<file path="config.mk">
export PLATFORM = sky130hd
export DESIGN_NAME = store_buffer_flat
export DESIGN_NICKNAME = d
export VERILOG_FILES = /design/src/rtl/mem_pkg.sv /design/src/rtl/store_buffer_if.sv /design/src/rtl/sb_fwd_merge.sv /design/src/rtl/store_buffer.sv /design/src/flat_wrapper.sv
export SDC_FILE = /design/constraint.sdc
export NUM_CORES = 1
export LEC_CHECK = 0
export ABC_AREA = 1
export BUFFER_PORTS_ARGS = -buffer_cell sky130_fd_sc_hd__buf_2
export CAP_MARGIN = 30
export CORE_ASPECT_RATIO = 2
export CORE_MARGIN = 2
export CORE_UTILIZATION = 50
export DETAILED_ROUTE_END_ITERATION = 8
export PLACE_DENSITY = 0.72
export REMOVE_ABC_BUFFERS = 1
export SLEW_MARGIN = 10
export SYNTH_ARGS = -nofsm -noshare
export SYNTH_HDL_FRONTEND = slang
export SYNTH_HIERARCHICAL = 1
export SYNTH_SLANG_ARGS = --single-unit
</file>
<file path="constraint.sdc">
create_clock -name clk -period 5.53 [get_ports clk]
set_input_delay 0.553 -clock clk [delete_from_list [all_inputs] [get_ports clk]]
set_output_delay 0.553 -clock clk [all_outputs]
set_load 0.005 [all_outputs]
</file>
<file path="src/rtl/mem_pkg.sv">
// Shared data-memory definitions: legal byte-enable patterns and the DM word-address width.
package mem_pkg;

  localparam int DM_AW = 10;

  localparam logic [3:0] BE_W  = 4'hF;
  localparam logic [3:0] BE_H0 = 4'h3;
  localparam logic [3:0] BE_H1 = 4'hC;
  localparam logic [3:0] BE_B0 = 4'h1;
  localparam logic [3:0] BE_B1 = 4'h2;
  localparam logic [3:0] BE_B2 = 4'h4;
  localparam logic [3:0] BE_B3 = 4'h8;

  function automatic logic be_legal(input logic [3:0] be);
    logic ok;
    case (be)
      BE_W, BE_H0, BE_H1, BE_B0, BE_B1, BE_B2, BE_B3: ok = 1'b1;
      default:                                        ok = 1'b0;
    endcase
    return ok;
  endfunction

endpackage

</file>
<file path="src/rtl/store_buffer_if.sv">
// Store-buffer bus bundle: store request, load forwarding, flush control and DM write port.
// master = pipeline/memory side, slave = store_buffer.
interface store_buffer_if #(parameter int AW = mem_pkg::DM_AW) ();
  logic          st_valid;
  logic          st_ready;
  logic [AW-1:0] st_A;
  logic [3:0]    st_be;
  logic [31:0]   st_D;
  logic          drain_hold;
  logic          flush_req;
  logic          flush_done;
  logic [AW-1:0] ld_A;
  logic [31:0]   dm_Dout;
  logic [31:0]   ld_data;
  logic          empty;
  logic [AW-1:0] dm_A;
  logic [3:0]    dm_be;
  logic [31:0]   dm_D;
  logic          dm_memWrite;

  modport master (
    output st_valid, st_A, st_be, st_D, drain_hold, flush_req, ld_A, dm_Dout,
    input  st_ready, flush_done, ld_data, empty, dm_A, dm_be, dm_D, dm_memWrite
  );

  modport slave (
    input  st_valid, st_A, st_be, st_D, drain_hold, flush_req, ld_A, dm_Dout,
    output st_ready, flush_done, ld_data, empty, dm_A, dm_be, dm_D, dm_memWrite
  );
endinterface

</file>
<file path="src/rtl/sb_fwd_merge.sv">
// Per-lane store-to-load forwarding: each byte lane takes the youngest valid
// matching entry that writes that lane, else the DM read data.
module sb_fwd_merge #(
  parameter int DEPTH = 4,
  parameter int AW    = 10
) (
  input  logic [AW-1:0]              a_i     [DEPTH],
  input  logic [3:0]                 be_i    [DEPTH],
  input  logic [31:0]                d_i     [DEPTH],
  input  logic [DEPTH-1:0]           valid_i,
  input  logic [$clog2(DEPTH)-1:0]   head_i,
  input  logic [AW-1:0]              ld_a_i,
  input  logic [31:0]                dm_dout_i,
  output logic [31:0]                ld_data_o
);
  localparam int PW = $clog2(DEPTH);

  logic [PW-1:0] idx_s;
  logic [31:0]   acc_s;

  // Walk oldest to youngest so a later match overrides an earlier one per lane.
  always_comb begin
    acc_s = dm_dout_i;
    idx_s = head_i;
    for (int i = 0; i < DEPTH; i++) begin
      idx_s = head_i + PW'(i);
      for (int k = 0; k < 4; k++) begin
        acc_s[8*k +: 8] = (valid_i[idx_s] && (a_i[idx_s] == ld_a_i) && be_i[idx_s][k])
                          ? d_i[idx_s][8*k +: 8] : acc_s[8*k +: 8];
      end
    end
  end

  assign ld_data_o = acc_s;

endmodule

</file>
<file path="src/rtl/store_buffer.sv">
// Posted-write store buffer: in-order FIFO draining one entry per cycle into DM,
// with load forwarding. Define STORE_BUFFER_COALESCE_EN to merge pushes into the youngest entry.
module store_buffer
  import mem_pkg::*;
#(
  parameter int DEPTH = 4,
  parameter int AW    = DM_AW
) (
  input  logic         clk,
  input  logic         rst,
  store_buffer_if.slave sb
);
  localparam int PW = $clog2(DEPTH);
  localparam logic [PW-1:0] PTR_ONE  = PW'(1);
  localparam logic [PW:0]   CNT_FULL = (PW+1)'(DEPTH);

  logic [AW-1:0]    a_q  [DEPTH];
  logic [3:0]       be_q [DEPTH];
  logic [31:0]      d_q  [DEPTH];
  logic [PW-1:0]    head_q, head_d, tail_q, tail_d, young_s, off_s;
  logic [PW:0]      count_q, count_d;
  logic [DEPTH-1:0] valid_s;
  logic             full_s, empty_s, drain_s, merge_s, ready_s, push_s, alloc_s;

  // Occupancy, drain and push/merge decisions.
  always_comb begin
    full_s  = (count_q == CNT_FULL);
    empty_s = (count_q == '0);
    drain_s = !empty_s && !sb.drain_hold;
    young_s = tail_q - PTR_ONE;
`ifdef STORE_BUFFER_COALESCE_EN
    merge_s = !empty_s && (a_q[young_s] == sb.st_A) &&
              !(drain_s && (young_s == head_q)) &&
              be_legal(be_q[young_s] | sb.st_be);
`else
    merge_s = 1'b0;
`endif
    ready_s = !sb.flush_req && (!full_s || merge_s);
    push_s  = sb.st_valid && ready_s;
    alloc_s = push_s && !merge_s;
    count_d = count_q + {{PW{1'b0}}, alloc_s} - {{PW{1'b0}}, drain_s};
    head_d  = drain_s ? (head_q + PTR_ONE) : head_q;
    tail_d  = alloc_s ? (tail_q + PTR_ONE) : tail_q;
  end

  // Slot valid mask: a slot is live if its distance from head is below count.
  always_comb begin
    valid_s = '0;
    off_s   = '0;
    for (int i = 0; i < DEPTH; i++) begin
      off_s      = PW'(i) - head_q;
      valid_s[i] = ({1'b0, off_s} < count_q);
    end
  end

  // Pointer and count registers.
  always_ff @(posedge clk or posedge rst) begin
    if (rst) begin
      head_q  <= '0;
      tail_q  <= '0;
      count_q <= '0;
    end else begin
      head_q  <= head_d;
      tail_q  <= tail_d;
      count_q <= count_d;
    end
  end

  // Entry storage: allocate at tail, or overlay new bytes onto the youngest entry.
  always_ff @(posedge clk or posedge rst) begin
    if (rst) begin
      for (int i = 0; i < DEPTH; i++) begin
        a_q[i]  <= '0;
        be_q[i] <= '0;
        d_q[i]  <= '0;
      end
    end else if (alloc_s) begin
      a_q[tail_q]  <= sb.st_A;
      be_q[tail_q] <= sb.st_be;
      d_q[tail_q]  <= sb.st_D;
    end else if (push_s && merge_s) begin
      be_q[young_s] <= be_q[young_s] | sb.st_be;
      for (int k = 0; k < 4; k++) begin
        if (sb.st_be[k]) begin
          d_q[young_s][8*k +: 8] <= sb.st_D[8*k +: 8];
        end
      end
    end
  end

  sb_fwd_merge #(.DEPTH(DEPTH), .AW(AW)) u_fwd (
    .a_i       (a_q),
    .be_i      (be_q),
    .d_i       (d_q),
    .valid_i   (valid_s),
    .head_i    (head_q),
    .ld_a_i    (sb.ld_A),
    .dm_dout_i (sb.dm_Dout),
    .ld_data_o (sb.ld_data)
  );

  assign sb.st_ready   = ready_s;
  assign sb.empty      = empty_s;
  assign sb.flush_done = sb.flush_req && empty_s;
  assign sb.dm_memWrite = drain_s;
  assign sb.dm_A       = a_q[head_q];
  assign sb.dm_be      = be_q[head_q];
  assign sb.dm_D       = d_q[head_q];

endmodule

</file>
<file path="src/flat_wrapper.sv">
// flat-port wrapper written by rule: the top's interface ports become plain ports
module store_buffer_flat import mem_pkg::*;
#(
  parameter int DEPTH = 4,
  parameter int AW    = DM_AW
)
  (clk, rst, sb_st_valid, sb_st_A, sb_st_be, sb_st_D, sb_drain_hold, sb_flush_req, sb_ld_A, sb_dm_Dout, sb_st_ready, sb_flush_done, sb_ld_data, sb_empty, sb_dm_A, sb_dm_be, sb_dm_D, sb_dm_memWrite);
  store_buffer_if #(.AW(AW)) sb_i ();
  input  logic clk;
  input  logic rst;
  input wire logic [$bits(sb_i.st_valid)-1:0] sb_st_valid;
  input wire logic [$bits(sb_i.st_A)-1:0] sb_st_A;
  input wire logic [$bits(sb_i.st_be)-1:0] sb_st_be;
  input wire logic [$bits(sb_i.st_D)-1:0] sb_st_D;
  input wire logic [$bits(sb_i.drain_hold)-1:0] sb_drain_hold;
  input wire logic [$bits(sb_i.flush_req)-1:0] sb_flush_req;
  input wire logic [$bits(sb_i.ld_A)-1:0] sb_ld_A;
  input wire logic [$bits(sb_i.dm_Dout)-1:0] sb_dm_Dout;
  output wire logic [$bits(sb_i.st_ready)-1:0] sb_st_ready;
  output wire logic [$bits(sb_i.flush_done)-1:0] sb_flush_done;
  output wire logic [$bits(sb_i.ld_data)-1:0] sb_ld_data;
  output wire logic [$bits(sb_i.empty)-1:0] sb_empty;
  output wire logic [$bits(sb_i.dm_A)-1:0] sb_dm_A;
  output wire logic [$bits(sb_i.dm_be)-1:0] sb_dm_be;
  output wire logic [$bits(sb_i.dm_D)-1:0] sb_dm_D;
  output wire logic [$bits(sb_i.dm_memWrite)-1:0] sb_dm_memWrite;
  assign sb_i.st_valid = sb_st_valid;
  assign sb_i.st_A = sb_st_A;
  assign sb_i.st_be = sb_st_be;
  assign sb_i.st_D = sb_st_D;
  assign sb_i.drain_hold = sb_drain_hold;
  assign sb_i.flush_req = sb_flush_req;
  assign sb_i.ld_A = sb_ld_A;
  assign sb_i.dm_Dout = sb_dm_Dout;
  assign sb_st_ready = sb_i.st_ready;
  assign sb_flush_done = sb_i.flush_done;
  assign sb_ld_data = sb_i.ld_data;
  assign sb_empty = sb_i.empty;
  assign sb_dm_A = sb_i.dm_A;
  assign sb_dm_be = sb_i.dm_be;
  assign sb_dm_D = sb_i.dm_D;
  assign sb_dm_memWrite = sb_i.dm_memWrite;
  store_buffer #(.DEPTH(DEPTH), .AW(AW)) u_core (.clk(clk), .rst(rst), .sb(sb_i));
endmodule
</file>
; ---- Word level (Yosys, flattened, before mapping)
; Index checks and enable logic that the tools add are counted.
[classes]
n_addsub = 10
multipliers = 0
div_mod_pow = 0
n_lt_le_gt_ge = 14
n_eq_ne = 5
n_shift = 0
n_mux = 69
bitwise_logic = 5
n_reduce_logical = 30
[op_table]
columns = operator, n
row1 = 32-bit 2-to-1 mux, 9
row2 = 32-bit binary-select mux with 2-bit select, 4
row3 = 128-bit bitwise mux, 1
row4 = 8-bit 2-to-1 mux, 16
row5 = 10-bit 2-to-1 mux, 9
row6 = 10-bit binary-select mux with 2-bit select, 4
row7 = 32-bit demux with 2-bit select, 1
row8 = 40-bit bitwise mux, 1
row9 = 10-bit == test, 4
row10 = 4-bit 2-to-1 mux, 9
row11 = 4-bit binary-select mux with 2-bit select, 4
row12 = 1-bit logical AND, 25
row13 = 10-bit demux with 2-bit select, 1
row14 = 16-bit bitwise mux, 1
row15 = "3-bit >= comparator, second input constant", 5
row16 = 2-bit inverter with 3-bit output, 5
row17 = 2-bit by 3-bit < comparator with 1-bit output, 4
row18 = "2-bit by 3-bit < comparator with 1-bit output, second input constant", 4
row19 = 1-bit binary-select mux with 2-bit select, 4
row20 = 4-bit demux with 2-bit select, 1
row21 = "2-bit by 1-bit adder with 2-bit output, second input constant", 2
row22 = "2-bit adder, second input constant", 2
row23 = 1-bit logical NOT, 4
row24 = 1-bit 2-to-1 mux, 4
row25 = 7 further kinds, 9
[totals]
register_bits = 191
latch_bits = 0
ramBits = 0
rom_bits = 0
mem_count = 0

; ---- Depth between registers and ports, before layout
[logic_depth]
word_depth = 11
ltp_mapped = 25

; ---- Hierarchy
; Netlist, hierarchy kept.
[modules_own_cells]
columns = mod, n_inst, cells_per_inst, area_each_um2, seq_area_each_um2
row1 = store_buffer, 1, 1086, 9075.0, 4779.6
row2 = sb_fwd_merge, 1, 1763, 7704.9, 0.0

; ---- Worst setup path after synthesis
; No wires, ideal clock.
[synth_path]
path_kind = register to output
startpoint = register u_core.head_q[0]
endpoint = output port sb_ld_data[23]
t_arrival_ns = 2.558
required_ns = 4.977
setup_slack_ns = 2.419
path_stages_with_launch = 26
n_path_buf = 2
cell_sequence = dfrtp_1 > inv_1 > nor2_1 > buf_2 > nor2_1 > inv_1 > ha_1 > a21oi_1 > or2_2 > inv_1 > nand2_1 > nand2_1 > nand2_1 > nand2_1 > inv_1 > nand2_1 > nor2_1 > nand2_1 > nor2_4 > buf_2 > nand4_1 > nand2_1 > inv_1 > nand2_1 > nand2_1 > nand2_1
[synth_via]
word_cells_on_any_way = 75
[synth_lines]
columns = item, line_no
row1 = start: declaration, store_buffer.sv:20  ; logic [PW-1:0] head_q, head_d, tail_q, tail_d, young_s, off_s;
row2 = start signal: assignment, store_buffer.sv:59  ; head_q <= '0;
row3 = start signal: assignment, store_buffer.sv:63  ; head_q <= head_d;
row4 = 1-bit by 2-bit subtractor with 2-bit output (*), store_buffer.sv:51  ; off_s = PW'(i) - head_q;
row5 = 2-bit by 3-bit < comparator with 1-bit output (*), store_buffer.sv:52  ; valid_s[i] = ({1'b0, off_s} < count_q);
row6 = named net u_core.valid_s[0], store_buffer.sv:22  ; logic [DEPTH-1:0] valid_s;
row7 = 1-bit binary-select mux with 2-bit select, sb_fwd_merge.sv:28  ; acc_s[8*k +: 8] = (valid_i[idx_s] && (a_i[idx_s] == ld_a_i) && be_i[idx_s][k])
row8 = 1-bit 2-to-1 mux (not written as such), sb_fwd_merge.sv:28
row9 = 1-bit logical AND (2 in a row), sb_fwd_merge.sv:28
row10 = 8-bit 2-to-1 mux (3 in a row), sb_fwd_merge.sv:29  ; ? d_i[idx_s][8*k +: 8] : acc_s[8*k +: 8];
row11 = 8-bit 2-to-1 mux (*), sb_fwd_merge.sv:29
row12 = end: declaration, flat_wrapper.sv:21  ; output wire logic [$bits(sb_i.ld_data)-1:0] sb_ld_data;
; Mark *: on every way through the listed nets, which the timed path passes. The rest lies on a longest branch. The select of a mux whose other input is x is not followed.

; ---- Worst setup path after layout
[layout_path]
startpoint = register u_core.head_q[0]
endpoint = output port sb_ld_data[16]
[layout_via]
elab_chain_cells = 11
word_cells_on_any_way = 75
[layout_lines]
columns = item, line_no
row1 = 2-bit by 1-bit adder with 2-bit output or 2-bit inverter with 3-bit output (tied branches), "sb_fwd_merge.sv:26, sb_fwd_merge.sv:28, sb_fwd_merge.sv:29"
row2 = 2-bit inverter with 3-bit output (not written as such) or 10-bit binary-select mux with 2-bit select (tied branches), "sb_fwd_merge.sv:28, sb_fwd_merge.sv:29"
row3 = 10-bit binary-select mux with 2-bit select or 10-bit 2-to-1 mux (tied branches), sb_fwd_merge.sv:28
row4 = 10-bit 2-to-1 mux (not written as such), sb_fwd_merge.sv:28
row5 = 10-bit 2-to-1 mux (not written as such) or 10-bit == test (tied branches), sb_fwd_merge.sv:28
row6 = 10-bit == test or 1-bit logical AND (tied branches), sb_fwd_merge.sv:28
row7 = 1-bit logical AND, sb_fwd_merge.sv:28
row8 = 1-bit logical AND or 8-bit 2-to-1 mux (tied branches), "sb_fwd_merge.sv:28, sb_fwd_merge.sv:29"
row9 = 8-bit 2-to-1 mux (2 in a row), sb_fwd_merge.sv:29
row10 = 8-bit 2-to-1 mux (*), sb_fwd_merge.sv:29
; Every way passes the cells marked *; elsewhere a longest branch is shown, timed or not. The select of a mux whose other input is x is not followed.

==> impl_metrics.py <==
metrics = {
    "timing": {
        "period_share_pct": 91.0,
        "max_freq_mhz": 199,
        "rsz0062_at_grt": "no",
        "finalHoldViolCount": 0,
        "worstMarginPinSlew_ns": 0.912,
        "fin_crit_ns": 5.03,
        "maxSlewHeadroom_pct": 39.2,
        "clock_skew_ns": 0.0113,
        "final-max-slew-violation-count": 0,
        "holdWs_ns": 0.160,
        "setup_viol": 0,
    },
    "power_and_ir_drop": {
        "combPwrFrac_pct": 64.0,
        "ir_drop_mv": 0.840,
        "pwr-share-seq_pct": 24.2,
        "p_sw_share_pct": 56.7,
        "intPower_mw": 5.02,
        "power_leakage_nw": 9.98,
        "powerDensity_nw_per_um2": 632,
        "clkPwrFrac_pct": 11.8,
        "power.switching_mw": 6.58,
    },
    "cells_and_area": {
        "area_delta_synth_final_pct": 9.35,
        "final_util_pct": 55.7,
        "design_area_um2": 18300,
        "num-nets-final": 2994,
        "drive_above_1_share_pct": 10.6,
    },
    "drt": {
        "wl_um": 61700,
        "firstDrtPassIters": 8,
        "vias_per_cell": 5.93,
        "drt_iter0_markers": 1757,
        "ant_nets": 0,
        "wire_per_inst_um": 18.5,
        "drcViolationCount": 0,
        "via_count": 19800,
    },
    "synthesis": {
        "ys_types": 35,
        "synth_edf_count": 0,
        "netlist_top_cells_area": "dfrtp_1 28%, nand2_1 28%, nand4_1 10%",
        "yosys_warnings": 6,
        "seq_area_frac_synth_pct": 28.5,
        "async_flop_share_pct": 100,
        "synth_ff_type": "dfrtp_1",
        "synth.ff_latch_count": 191,
        "synth_area_um2": 16800,
        "synth_top_area_cell": "dfrtp_1",
        "synth_top_area_share_pct": 28.5,
        "avgSynthCellArea_um2": 5.89,
        "synthCells": 2849,
    },
    "place": {
        "dpl.hpwl_um": 39100,
        "gp_congestion": 0.961,
        "io_buffers": 174,
        "place_area_um2": 17700,
    },
    "critical_path": {
        "startpoint_type": "flop",
        "critPathRequiredTime_ns": 4.98,
        "reg2reg_to": "u_core/count_q[2]",
        "crit_end": "sb_ld_data[16]",
        "rr_worst_depth": 10,
        "regToRegSetupSlack_ns": 2.67,
        "crit_type": "reg -> out",
        "arrival_ns": 4.48,
        "worst-path-max-fanout": 82,
        "r2r_start": "u_core/count_q[1]",
        "worstSetupEndpointType": "primary output",
        "cp-startpoint": "u_core/head_q[0]",
    },
    "grt": {
        "grt_max_degree": 159,
        "antenna_found_initial": 7,
        "overflow": 0,
        "first_global_vias": 18800,
        "grt_pass1_wl_um": 96600,
        "grt_usage_pct": 34.6,
    },
    "clock_network": {
        "cts_resized": 0,
        "ctsRootBufferMaster": "clkbuf_16",
        "clk_pin_slew_ns": 0.07,
        "h-tree-depth": 4,
        "cts.sinks": 191,
        "postCtsHoldBufs": 0,
        "cts_setup_buffers": 0,
        "clockBufferDepth": 2,
        "cts_tree": "built",
        "numCtsBuffers": 17,
        "clkLatencyLatePin_ns": 0.47,
    },
    "flow_run": {
        "drv_cap": 0,
    },
    "floorplanning": {
        "start_util_pct": 51.0,
        "io_pins": 175,
        "rows": 94,
        "core_um2": 32900,
        "die_h_um": 263,
        "die_w_um": 134,
        "die_area_um2": 35100,
    },
    "run_status": {
        "status": "complete, no violations",
    },
    "hold_path": {
        "hold_class": "in -> async",
    },
}
-- cell usage in the layout, fill, tap and decap left out, types with 2 or more instances in the layout --
master and count:
a21oi_1 8, a22oi_1 46, buf_12 3, buf_2 173, buf_4 43, bufinv_16 3
clkbuf_16 17, clkbuf_8 2, clkinv_1 14, clkinvlp_4 2, dfrtp_1 189, diode_2 3
ha_1 6, ha_2 4, inv_1 305, inv_2 11, inv_6 3, inv_8 4
nand2_1 1233, nand2_2 3, nand3_1 170, nand3_2 9, nand4_1 281, nand4_2 4
nor2_1 20, nor2_2 2, nor2_4 8, o211ai_1 4, o21ai_0 300, o21ai_1 7
o21ai_2 3, or2_2 4, xor2_1 8
-- how the worst min path moves through the flow --
stage                               from        endpoint  slack [ns]  cells after the start
after global placement    u_core/d_q[19]  u_core/d_q[19]        0.49                      2
after floorplan           u_core/be_q[0]  u_core/be_q[0]        0.47                      2
after CTS                            rst   u_core/d_q[4]        0.18                      2
after detailed placement  u_core/d_q[25]  u_core/d_q[25]        0.49                      2
after global routing                 rst   u_core/d_q[4]        0.22                      2
final                                rst   u_core/d_q[5]        0.16                      2
-- critical path, cell delays in order, from the launching register on --
cell     delay, ns
dfrtp_4       0.76
inv_4         0.41
nand2_1       0.11
nand2_2       0.46
buf_4         0.44
nand2_1       0.11
nand3_1       0.13
nand2_1       0.07
nor2_1        0.15
nand2_1       0.07
nor2_1        0.22
buf_4         0.19
nand3_1       0.29
nand3_1       0.23
nand2_1       0.08
nand2_1       0.08
nand2_1       0.06
buf_2         0.12
-- logic make-up (layout without fill, tap and decap cells) --
kind of cell,Yosys count,after routing,synth area share [%]
adders and majority gates,11,11,0.865
buffers and inverters,531,584,12.9
AOI/OAI and AO/OA,369,369,11.9
xor gates and xnor gates,9,9,0.470
and+or+nand+nor,1738,1738,45.4
other,0,3,0
DFF,191,191,28.5
-- per-layer routing --
layer	track usage, %	share of wire, %
met1	40.0	37
met2	59.3	49
met3	4.81	7.8
met4	22.1	6.2
met5	0	0.078
-- state kept, by name, indices dropped and copies added (netlist names) --
| name | count |
|---|---|
| u_core/tail_q | 2 |
| u_core/head_q | 2 |
| u_core/be_q | 16 |
| u_core/count_q | 3 |
| u_core/d_q | 128 |
| u_core/a_q | 40 |
-- power by group through the flow --
stage / combinational [mW] / clock [mW] / sequential [mW]
floorplan: 4.79 / 0 / 2.77
CTS: 7.27 / 1.39 / 2.79
global placement: 7.09 / 0 / 2.78
global route: 8.25 / 1.44 / 2.92
detailed placement: 7.23 / 0 / 2.81
finish: 7.42 / 1.37 / 2.81
-- cells in the mapped netlist (9+ instances only) --
cell type / number
dfrtp_1: 191
buf_2: 84
inv_2: 12
ha_1: 10
inv_1: 306
buf_4: 9
nand3_2: 9
clkbuf_1: 72
buf_1: 29
clkinv_1: 14
nor2_1: 23
o21ai_0: 300
nand2_1: 1233
nand4_1: 281
a22oi_1: 46
nand3_1: 170
-- final cells by class --
type,count,area (µm²)
Fill cell,3406,14600
Multi-Input combinational cell,2127,9870
Sequential cell,191,4780
Inverter,333,1260
Timing Repair Buffer,220,1260
Tap cell,432,541
Clock buffer,19,453
Clock inverter,12,174
Antenna cell,3,7.51
-- per-stage QoR --
step / std cells / worst slack, ns / TNS [ns] / total power, mW
detailed placement: 3303 / 1.08 / 0 / 10.0
finish: 3337 / 0.498 / 0 / 11.6
CTS: 3334 / 0.573 / 0 / 11.5
global placement: 3303 / 1.14 / 0 / 9.87
global route: 3337 / 0.270 / 0 / 12.6
floorplan: 2651 / -4.62 / -309.83 / 7.57
No activity file was read; power rests on OpenSTA's default activity.
